[config.mk]
export PLATFORM = sky130hd
export DESIGN_NAME = dec2of5_rx
export DESIGN_NICKNAME = d
export VERILOG_FILES = /design/src/rtl/dec2of5_rx.sv
export SDC_FILE = /design/constraint.sdc
export NUM_CORES = 1
export LEC_CHECK = 0
export BUFFER_PORTS_ARGS = -buffer_cell sky130_fd_sc_hd__buf_2
export CAP_MARGIN = 30
export CORE_UTILIZATION = 30
export DETAILED_ROUTE_END_ITERATION = 10
export SLEW_MARGIN = 10
export SYNTH_ARGS = -nofsm -noshare
export SYNTH_HDL_FRONTEND = slang
export SYNTH_SLANG_ARGS = --single-unit
[constraint.sdc]
create_clock -name CK -period 1.65 [get_ports CK]
set_clock_uncertainty 0.15 [all_clocks]
set_input_delay 0.165 -clock CK [delete_from_list [all_inputs] [get_ports CK]]
set_output_delay 0.165 -clock CK [all_outputs]
set_load 0.1 [all_outputs]
[src/rtl/dec2of5_rx.sv]
// dec2of5_rx - serial 2-of-5 (POSTNET-weighted) code receiver and decoder.
//
// Waits in HUNT for a frame-start mark, then shifts 5-bit codewords in
// MSB-first (weights 7,4,2,1,0) on every strobed bit. Each completed word is
// checked for exactly two ones and decoded to a BCD digit. The digit and error
// flag are registered and presented with a one-cycle valid pulse. Words follow
// back-to-back without a new frame start.
//
// Ports:
//   CK    in   rising-edge clock
//   CLRN  in   asynchronous active-low reset
//   FS    in   frame start: (re)starts a frame and discards any partial word
//   SV    in   serial bit strobe; SD is sampled when SV=1
//   SD    in   serial data bit, MSB first
//   DIG   out  [3:0] decoded BCD digit, 4'hF on an invalid word
//   DV    out  one-cycle pulse when a word has been decoded
//   ERR   out  qualifies DV: word did not have exactly two ones
//   BUSY  out  high while 1..4 bits of a word are held
//   SUM   out  [3:0] running mod-10 sum of valid digits (DEC25_CKSUM_EN)
//   SOK   out  SUM==0 after at least one word (DEC25_CKSUM_EN)
//
// Build option: define DEC25_CKSUM_EN to build the SUM/SOK checksum logic.
module dec2of5_rx (
  input  logic       CK,
  input  logic       CLRN,
  input  logic       FS,
  input  logic       SV,
  input  logic       SD,
  output logic [3:0] DIG,
  output logic       DV,
  output logic       ERR,
`ifdef DEC25_CKSUM_EN
  output logic       BUSY,
  output logic [3:0] SUM,
  output logic       SOK
`else
  output logic       BUSY
`endif
);

  typedef enum logic {HUNT = 1'b0, RX = 1'b1} state_t;

  state_t      state_q, state_d;
  logic [2:0]  cnt_q, cnt_d;
  // Only four bits are held; the fifth arrives on SD and completes the word.
  logic [3:0]  sh_q, sh_d;
  logic [3:0]  dig_q, dig_d;
  logic        dv_q, dv_d;
  logic        err_q, err_d;
  logic        busy_q, busy_d;
  logic [4:0]  word;
  logic [3:0]  dec;

`ifdef DEC25_CKSUM_EN
  logic [3:0]  sum_q, sum_d;
  logic        sok_q, sok_d;
`endif

  // Every two-ones pattern has a digit, so the default arm is exactly the
  // wrong-popcount case.
  function automatic logic [3:0] decode(input logic [4:0] w);
    logic [3:0] d;
    case (w)
      5'b11000: d = 4'd0;
      5'b00011: d = 4'd1;
      5'b00101: d = 4'd2;
      5'b00110: d = 4'd3;
      5'b01001: d = 4'd4;
      5'b01010: d = 4'd5;
      5'b01100: d = 4'd6;
      5'b10001: d = 4'd7;
      5'b10010: d = 4'd8;
      5'b10100: d = 4'd9;
      default:  d = 4'hF;
    endcase
    return d;
  endfunction

`ifdef DEC25_CKSUM_EN
  function automatic logic [3:0] add_mod10(input logic [3:0] a, input logic [3:0] b);
    logic [4:0] s;
    s = {1'b0, a} + {1'b0, b};
    if (s >= 5'd10) s = s - 5'd10;
    return s[3:0];
  endfunction
`endif

  assign word = {sh_q, SD};
  assign dec  = decode(word);

  always_comb begin
    state_d = state_q;
    cnt_d   = cnt_q;
    sh_d    = sh_q;
    dig_d   = dig_q;
    err_d   = err_q;
    dv_d    = 1'b0;
`ifdef DEC25_CKSUM_EN
    sum_d   = sum_q;
    sok_d   = sok_q;
`endif
    if (FS) begin
      // Frame start wins over everything, including a completing bit; a
      // simultaneous strobe becomes bit 0 of the fresh word.
      state_d = RX;
      cnt_d   = SV ? 3'd1 : 3'd0;
      sh_d    = SV ? {3'b000, SD} : 4'b0000;
`ifdef DEC25_CKSUM_EN
      sum_d   = 4'd0;
      sok_d   = 1'b0;
`endif
    end else if (state_q == RX && SV) begin
      if (cnt_q == 3'd4) begin
        cnt_d = 3'd0;
        sh_d  = 4'b0000;
        dv_d  = 1'b1;
        dig_d = dec;
        err_d = (dec == 4'hF);
`ifdef DEC25_CKSUM_EN
        if (dec != 4'hF) sum_d = add_mod10(sum_q, dec);
        sok_d = (sum_d == 4'd0);
`endif
      end else begin
        cnt_d = cnt_q + 3'd1;
        sh_d  = word[3:0];
      end
    end
    busy_d = (cnt_d != 3'd0);
  end

  always_ff @(posedge CK or negedge CLRN) begin
    if (!CLRN) begin
      state_q <= HUNT;
      cnt_q   <= 3'd0;
      sh_q    <= 4'b0000;
      dig_q   <= 4'd0;
      dv_q    <= 1'b0;
      err_q   <= 1'b0;
      busy_q  <= 1'b0;
`ifdef DEC25_CKSUM_EN
      sum_q   <= 4'd0;
      sok_q   <= 1'b0;
`endif
    end else begin
      state_q <= state_d;
      cnt_q   <= cnt_d;
      sh_q    <= sh_d;
      dig_q   <= dig_d;
      dv_q    <= dv_d;
      err_q   <= err_d;
      busy_q  <= busy_d;
`ifdef DEC25_CKSUM_EN
      sum_q   <= sum_d;
      sok_q   <= sok_d;
`endif
    end
  end

  assign DIG  = dig_q;
  assign DV   = dv_q;
  assign ERR  = err_q;
  assign BUSY = busy_q;
`ifdef DEC25_CKSUM_EN
  assign SUM  = sum_q;
  assign SOK  = sok_q;
`endif

endmodule

==> results of run 1 <==
registers in the layout, summed over array words and instances, names as in the netlist:
signal   cells
BUSY         1
DIG          4
DV           1
ERR          1
cnt_q        3
sh_q         4
state_q      1
cell type report:
| cell class | instances | area, um2 | share of cell area, % |
|---|---|---|---|
| multi-input combinational | 64 | 517 | 44.4 |
| timing repair buffer | 26 | 174 | 14.9 |
| sequential | 15 | 377 | 32.4 |
| tap | 31 | 38.8 | 3.33 |
| clock buffer | 3 | 22.5 | 1.94 |
| inverter | 8 | 30.0 | 2.58 |
| clock inverter | 1 | 5.00 | 0.430 |
final timing paths:
| kind | start | endpoint | slack [ps] | depth (start not counted) |
|---|---|---|---|---|
| max | sh_q[0] | ERR | 10 | 5 |
| min | SD | sh_q[0] | 30 | 3 |
| max in group asynchronous | CLRN | sh_q[1] | 910 | 2 |
| min in group asynchronous | CLRN | DIG[2] | 160 | 2 |
| min reg2reg | ERR | ERR | 370 | 2 |
| max reg2reg | sh_q[0] | ERR | 10 | 5 |
placed cells by master, fill, tap and decap left out, drive strengths merged, types with 3 or more instances in the layout:
master / n
inv: 8
o21ai: 3
buf: 25
nand3b: 3
nor2: 8
nand2: 6
ha: 6
a21oi: 7
a22oi: 4
dfrtp: 15
clkbuf: 3
stage by stage:
step / total power (uW) / hold slack, ps
finish: 1110 / 26.9
global route: 1170 / 16.2
CTS: 1100 / 17.4
detailed placement: 882 / -54.5
global placement: 877 / -61.4
floorplan: 791 / -281
cells by family after synthesis:
kind of cell / count (synthesis)
multiplexers: 3
AND/OR/NAND/NOR: 29
AO/OA/AOI/OAI: 24
adder cells (fa/ha/maj): 6
XOR/XNOR: 2
flip-flops: 15
buffers and inverters: 12
metal layers:
| layer | vias up | track usage (%) |
|---|---|---|
| met3 | 0 | 4.15 |
| li1 | 371 | - |
| met1 | 344 | 14.8 |
| met4 | 0 | 1.07 |
| met5 | - | 0 |
| met2 | 13 | 20.4 |
power by group through the flow:
stage          logic (uW)  registers (uW)  clock network [uW]
6_report              460             434                 213
5_1_grt               486             441                 241
4_1_cts               444             434                 225
3_5_place_dp          440             442                   0
3_3_place_gp          437             440                   0
2_1_floorplan         113             678                   0
worst reg2reg max path, stage by stage, from the launching register on:
cell and delay (ps):
dfrtp_1 410, ha_2 180, or3_1 340, o211ai_1 160
o211ai_4 110, o32ai_2 190
timing repair:
item,CTS,global route
endpoints found under the setup margin,1,6
pin swaps,1,2
hold buffers,1,0
gates resized for setup,0,13
buffers inserted,0,3
hold endpoints to repair,15,0
==> summary.md, run 1 <==
| Metric | Value |
|---|---|
| Post-synthesis xor/xnor area fraction | 1.95% |
| Row cnt | 19 |
| Synth area leader | dfrtp_1 |
| Vias in the first global route | 691 |
| FMAX | 611 MHz |
| Critical path cell sequence | ha_2 > or3_1 > o211ai_1 > o211ai_4 > o32ai_2 |
| CTS max path bufs | 2 |
| Switching part of the total | 44.7% |
| Most frequent cells after synthesis | 15 x dfrtp_1, 8 x inv_1, 8 x nor2_1 |
| Top cells by area, synth | dfrtp_1 42%, ha_1 8.4%, a21oi_1 3.9%, a22oi_1 3.3%, inv_1 3.3% |
| Peak supply drop | 0.000402 V |
| Worst Tran Pin Value | 486 ps |
| Psw | 495 uW |
| Internal power | 612 uW |
| Buf/Inv on CP | 0 |
| Main synth FF type | dfrtp_1 |
| Max incr delay on CP | 410 ps |
| Final Hold Fails | 0 |
| Area after DPL | 1060 um2 |
| Core area | 2810 um2 |
| Most frequent cell after synthesis | dfrtp_1 |
| Slew headroom | 67.8% |
| Slack of the critical path | 13.3 ps |
| Clock latency on the worst-skew pair | 280 ps |
| Critical Path Fanout Max | 3 |
| Adder-Cell Fraction of Synth Area | 8.37% |
| Delay-heaviest family, CP | compound AO/OA/AOI/OAI gates |
| Setup CP Type | flip-flop to flip-flop |
| CTS tree | done |
| Initial antenna violation count | 0 |
| Max Used Layer | met3 |
| Critical path launch point type | flip-flop |
| Main combinational cell family by area after synthesis | compound AO/OA/AOI/OAI gates |
| Post-layout util | 41.5% |
| Net count of the mapped netlist | 102 |
| Total negative slack | 0 ps |
| Non-Filler Instances | 148 |
| Layout cells sized above 1 | 40.2% |
| Number of synthesized flops with an enable pin | 0 |
| Iteration-0 DRC Markers | 23 |
| DRT met1 WL | 835 um |
| Total number of vias | 728 |
| DP Cell Count | 140 |
| Status | finished, violations left |
| Gate Count Post-Synth | 91 |
| # H-tree levels | 1 |
| Mux share of post-synthesis cell area | 3.49% |
| First-pass DRT Iterations | 7 |
| Hold Crit Class | input port to flip-flop |
| Area fraction in compound gates after synthesis | 19.8% |
| Clock share of power | 19.2% |
| Die H | 56.7 um |
| Register bit total from synthesis | 15 |
| Logic pwr share | 41.5% |
| Fill cells | 288 |
| Yosys top cell area share | 41.8% |
| Pin count of the biggest net entering global routing | 16 |
| # IOs | 12 |
| WL/cell | 12.2 um |
| CTS buffer count | 3 |
| Leak | 0.000527 uW |
| Number of diodes | 0 |
| RSZ-0062 raised after global routing | yes |
| Simple-Gate Fraction of Synth Area | 18.7% |
| Failing checks | design-rule violations |
| Critical Path End Type | flip-flop |
| Placed wire-length estimate | 1340 um |
| Die Span X | 56.7 um |
| Max-cap violations | 0 |
| Clock slew at reported path FFs | 90 ps |
| WL met2 | 913 um |
| Crit path max-delay cell type | dfrtp_1 |
| Gp weighted congestion | 0.777 |
| IO Port Bufs | 11 |
| GR Util All Layers | 11.9% |
| Final period util | 99.2% |
| WP data arrival | 1690 ps |
| Clk root buf | clkbuf_4 |
| Synth cell types | 32 |
| Gr ovfl total | 0 |
| Nets@finish | 129 |
| Mapped Area | 897 um2 |
| Sequential share of power | 39.2% |
| Syn Area/Cell | 9.86 um2 |
| Global-route wire length before repair | 2980 um |
| DIE AREA | 3210 um2 |
| Setup WS pre-CTS | 6.00 ps |
| Layout area overhead | 29.7% |
| PwrDens | 952 nW/um2 |
| Part of the Yosys area used for sequential elements | 41.8% |
| # DRC | 2 |
| Max Slew Vio Count | 0 |
| Final wirelength | 1810 um |
| Design area | 1160 um2 |
| Via-to-Cell Ratio | 4.92 |
| Antenna viol nets, final | 0 |
| Minimum clock period | 1640 ps |
| Post-synth ARST share | 100% |
| Met3 wire length | 61 um |
| Required @ worst endpoint | 1700 ps |
| Ys Warns | 0 |
| Final setup fails | 0 |
| Clock Sinks | 15 |
| Initial Utilization | 32.0% |
Power figures use the tool's default switching activity.
==> inputs of run 2 (changes only) <==
--- a/config.mk
+++ b/config.mk
@@ -9,6 +9,8 @@
 export CAP_MARGIN = 30
 export CORE_UTILIZATION = 30
 export DETAILED_ROUTE_END_ITERATION = 10
+export GPL_TIMING_DRIVEN = 0
+export SETUP_SLACK_MARGIN = 0.1
 export SLEW_MARGIN = 10
 export SYNTH_ARGS = -nofsm -noshare
 export SYNTH_HDL_FRONTEND = slang
==> constraint.sdc (replaced) <==
create_clock -name CK -period 1.5 [get_ports CK]
set_clock_uncertainty 0.15 [all_clocks]
set_input_delay 0.15 -clock CK [delete_from_list [all_inputs] [get_ports CK]]
set_output_delay 0.15 -clock CK [all_outputs]
set_load 0.1 [all_outputs]
==> summary.md, run 2 (synthesis gave the netlist of run 1 again) <==
| Metric | Value |
|---|---|
| Die H | 56.7 um (unchanged) |
| WHS | 25.8 ps (-1.09 ps) |
| FMAX | 593 MHz (-3.0%) |
| CTS tree | done |
| Clock slew at reported path FFs | 80 ps (about the same) |
| Layout cells sized above 1 | 38.3% (-1.9 points) |
| Critical Path Fanout Max | 4 (+1) |
| # H-tree levels | 1 (unchanged) |
| Reg2reg path depth | 5 (unchanged) |
| Commonest non-fill, non-tap cell in the layout | dfrtp_1 |
| Antenna viol nets, final | 0 (unchanged) |
| Logic pwr share | 42.5% (+1.0 points) |
| WL/cell | 12.2 um (-0.14%) |
| Critical Path End Type | flip-flop |
| Worst Tran Pin Value | 489 ps (+2.47 ps) |
| GR Util All Layers | 12.7% (+0.83 points) |
| Slew headroom | 67.6% (-0.16 points) |
| Internal power | 688 uW (+12%) |
| Die Span X | 56.7 um (unchanged) |
| Clock latency on the worst-skew pair | 280 ps (about the same) |
| Worst path depth | 5 (unchanged) |
| Critical path origin | sh_q[0] |
| WP data arrival | 1730 ps (+40 ps) |
| Sequential share of power | 38.8% (-0.4 points) |
| Crit path max-delay cell type | dfrtp_2 |
| Gp weighted congestion | 0.839 (+7.9%) |
| RSZ-0062 raised after global routing | yes |
| PwrDens | 1060 nW/um2 (+11%) |
| Gr ovfl total | 0 (unchanged) |
| Switching part of the total | 43.9% (-0.80 points) |
| Area after DPL | 996 um2 (-5.7%) |
| First-pass DRT Iterations | 4 (-3) |
| Status | finished, violations left |
| # IOs | 12 (unchanged) |
| Layout area overhead | 29.3% |
| Vias in the first global route | 738 (+6.8%) |
| Total negative slack | -479 ps (-479 ps) |
| Max Slew Vio Count | 0 (unchanged) |
| Delay-heaviest family, CP | compound AO/OA/AOI/OAI gates |
| Nets@finish | 127 (-1.6%) |
| Most frequent cells in the layout | 14 x dfrtp_1, 9 x buf_2, 9 x buf_4, 8 x nor2_1, 8 x clkbuf_4 |
| Required @ worst endpoint | 1550 ps (-150 ps) |
| Number of diodes | 0 (unchanged) |
| Clock share of power | 18.7% (-0.5 points) |
| Final period util | 112% (+13 points) |
| Reg2reg end | ERR |
| Total number of vias | 735 (+0.96%) |
| Clock Sinks | 15 (unchanged) |
| Worst Setup EP | ERR |
| Final wirelength | 1780 um (-1.5%) |
| Leak | 0.000515 uW (-2.4%) |
| Pin count of the biggest net entering global routing | 16 (unchanged) |
| CTS buffer count | 3 (unchanged) |
| Peak supply drop | 0.000631 V (+57%) |
| Critical path cell sequence | ha_4 > or3_1 > o211ai_1 > o211ai_4 > o32ai_2 |
| Hold Crit Class | input port to flip-flop |
| Setup WS pre-CTS | -281 ps (-287 ps) |
| Global-route wire length before repair | 3160 um (+6.0%) |
| Slack of the critical path | -187 ps (-200 ps) |
| Failing checks | negative setup slack |
| Flop2flop setup slack | -190 ps (-200 ps) |
| CTS max path bufs | 2 (unchanged) |
| Minimum clock period | 1690 ps (+50.2 ps) |
| Iteration-0 DRC Markers | 7 (-70%) |
| Core area | 2810 um2 (unchanged) |
| Via-to-Cell Ratio | 5.03 (+2.3%) |
| Final setup fails | 6 (+6) |
| Clk root buf | clkbuf_4 |
| DIE AREA | 3210 um2 (unchanged) |
| Placed wire-length estimate | 1240 um (-7.3%) |
| IO Port Bufs | 11 (unchanged) |
| Max-cap violations | 0 (unchanged) |
| Critical path launch point type | flip-flop |
| Launching point of the worst reg2reg path | sh_q[0] |
| Initial Utilization | 32.0% (unchanged) |
| # DRC | 0 (-2) |
| Initial antenna violation count | 0 (unchanged) |
| Setup CP Type | flip-flop to flip-flop |
| Row cnt | 19 (unchanged) |
| Max incr delay on CP | 450 ps (+40 ps) |
| Buf/Inv on CP | 0 (unchanged) |
| Design area | 1160 um2 (-0.32%) |
| Final Hold Fails | 0 (unchanged) |
| Psw | 538 uW (+8.8%) |
-- run 2: cell count changes in the layout (fill, tap and decap cells not counted), moves of 2 or more --
| cell | delta |
|---|---|
| clkbuf_4 | +5 |
| buf_4 | -4 |
| buf_2 | -2 |
| ha_2 | -2 |
| ha_4 | +2 |
-- run 2: stage by stage --
step / util (%) / instances / total power [uW]
floorplan: - / 91 / 870
global route: 41.3 / 146 / 1300
finish: 41.3 / 146 / 1230
CTS: 39.1 / 145 / 1210
detailed placement: 35.5 / 133 / 953
global placement: 35.5 / 133 / 946
-- run 2: what timing repair did --
| item | 4_1_cts | 5_1_grt |
|---|---|---|
| setup buffers | 7 | 1 |
| pin swaps | 3 | 7 |
| hold buffers | 1 | 0 |
| resized for setup | 3 | 14 |
| setup endpoints to repair | 7 | 11 |
| hold endpoints to repair | 15 | 0 |
| cloned | 0 | 0 |
-- run 2: power by group through the flow --
stage | sequential, uW | combinational [uW] | clock [uW]
2_1_floorplan | 745 | 124 | 0
3_3_place_gp | 484 | 463 | 0
3_5_place_dp | 485 | 468 | 0
4_1_cts | 474 | 495 | 244
5_1_grt | 484 | 552 | 264
6_report | 476 | 521 | 230
-- run 2: worst min-delay path by stage --
stage,start,endpoint,slack [ps],cells after the start
floorplan,CLRN,BUSY,-300,0
global placement,CLRN,DIG[1],-80,1
detailed placement,CLRN,DIG[1],-80,1
CTS,SD,sh_q[0],8,3
global route,SV,cnt_q[1],30,3
finish,SD,sh_q[0],30,3
-- run 2: worst min-delay path, cell delays in order --
cell     delay (ps)
buf_2           140
nand2_1          60
o21ai_0          80
-- run 2: area by class of cell --
cell class,instances,area (um2)
sequential,15,377
tap,31,38.8
timing repair buffer,20,135
buffer,4,25.0
fill,291,1650
inverter,8,30.0
multi-input combinational,64,528
clock buffer,4,26.3
-- run 2: metal layers --
layer	part of all wire [%]	up-vias	GRT usage, %	routed length, um
met4	0.62	0	2.14	11
met2	50	12	22.1	886
met1	45	348	14.8	804
met3	4.5	3	5.07	80
met5	0	-	0	0
li1	-	372	-	-
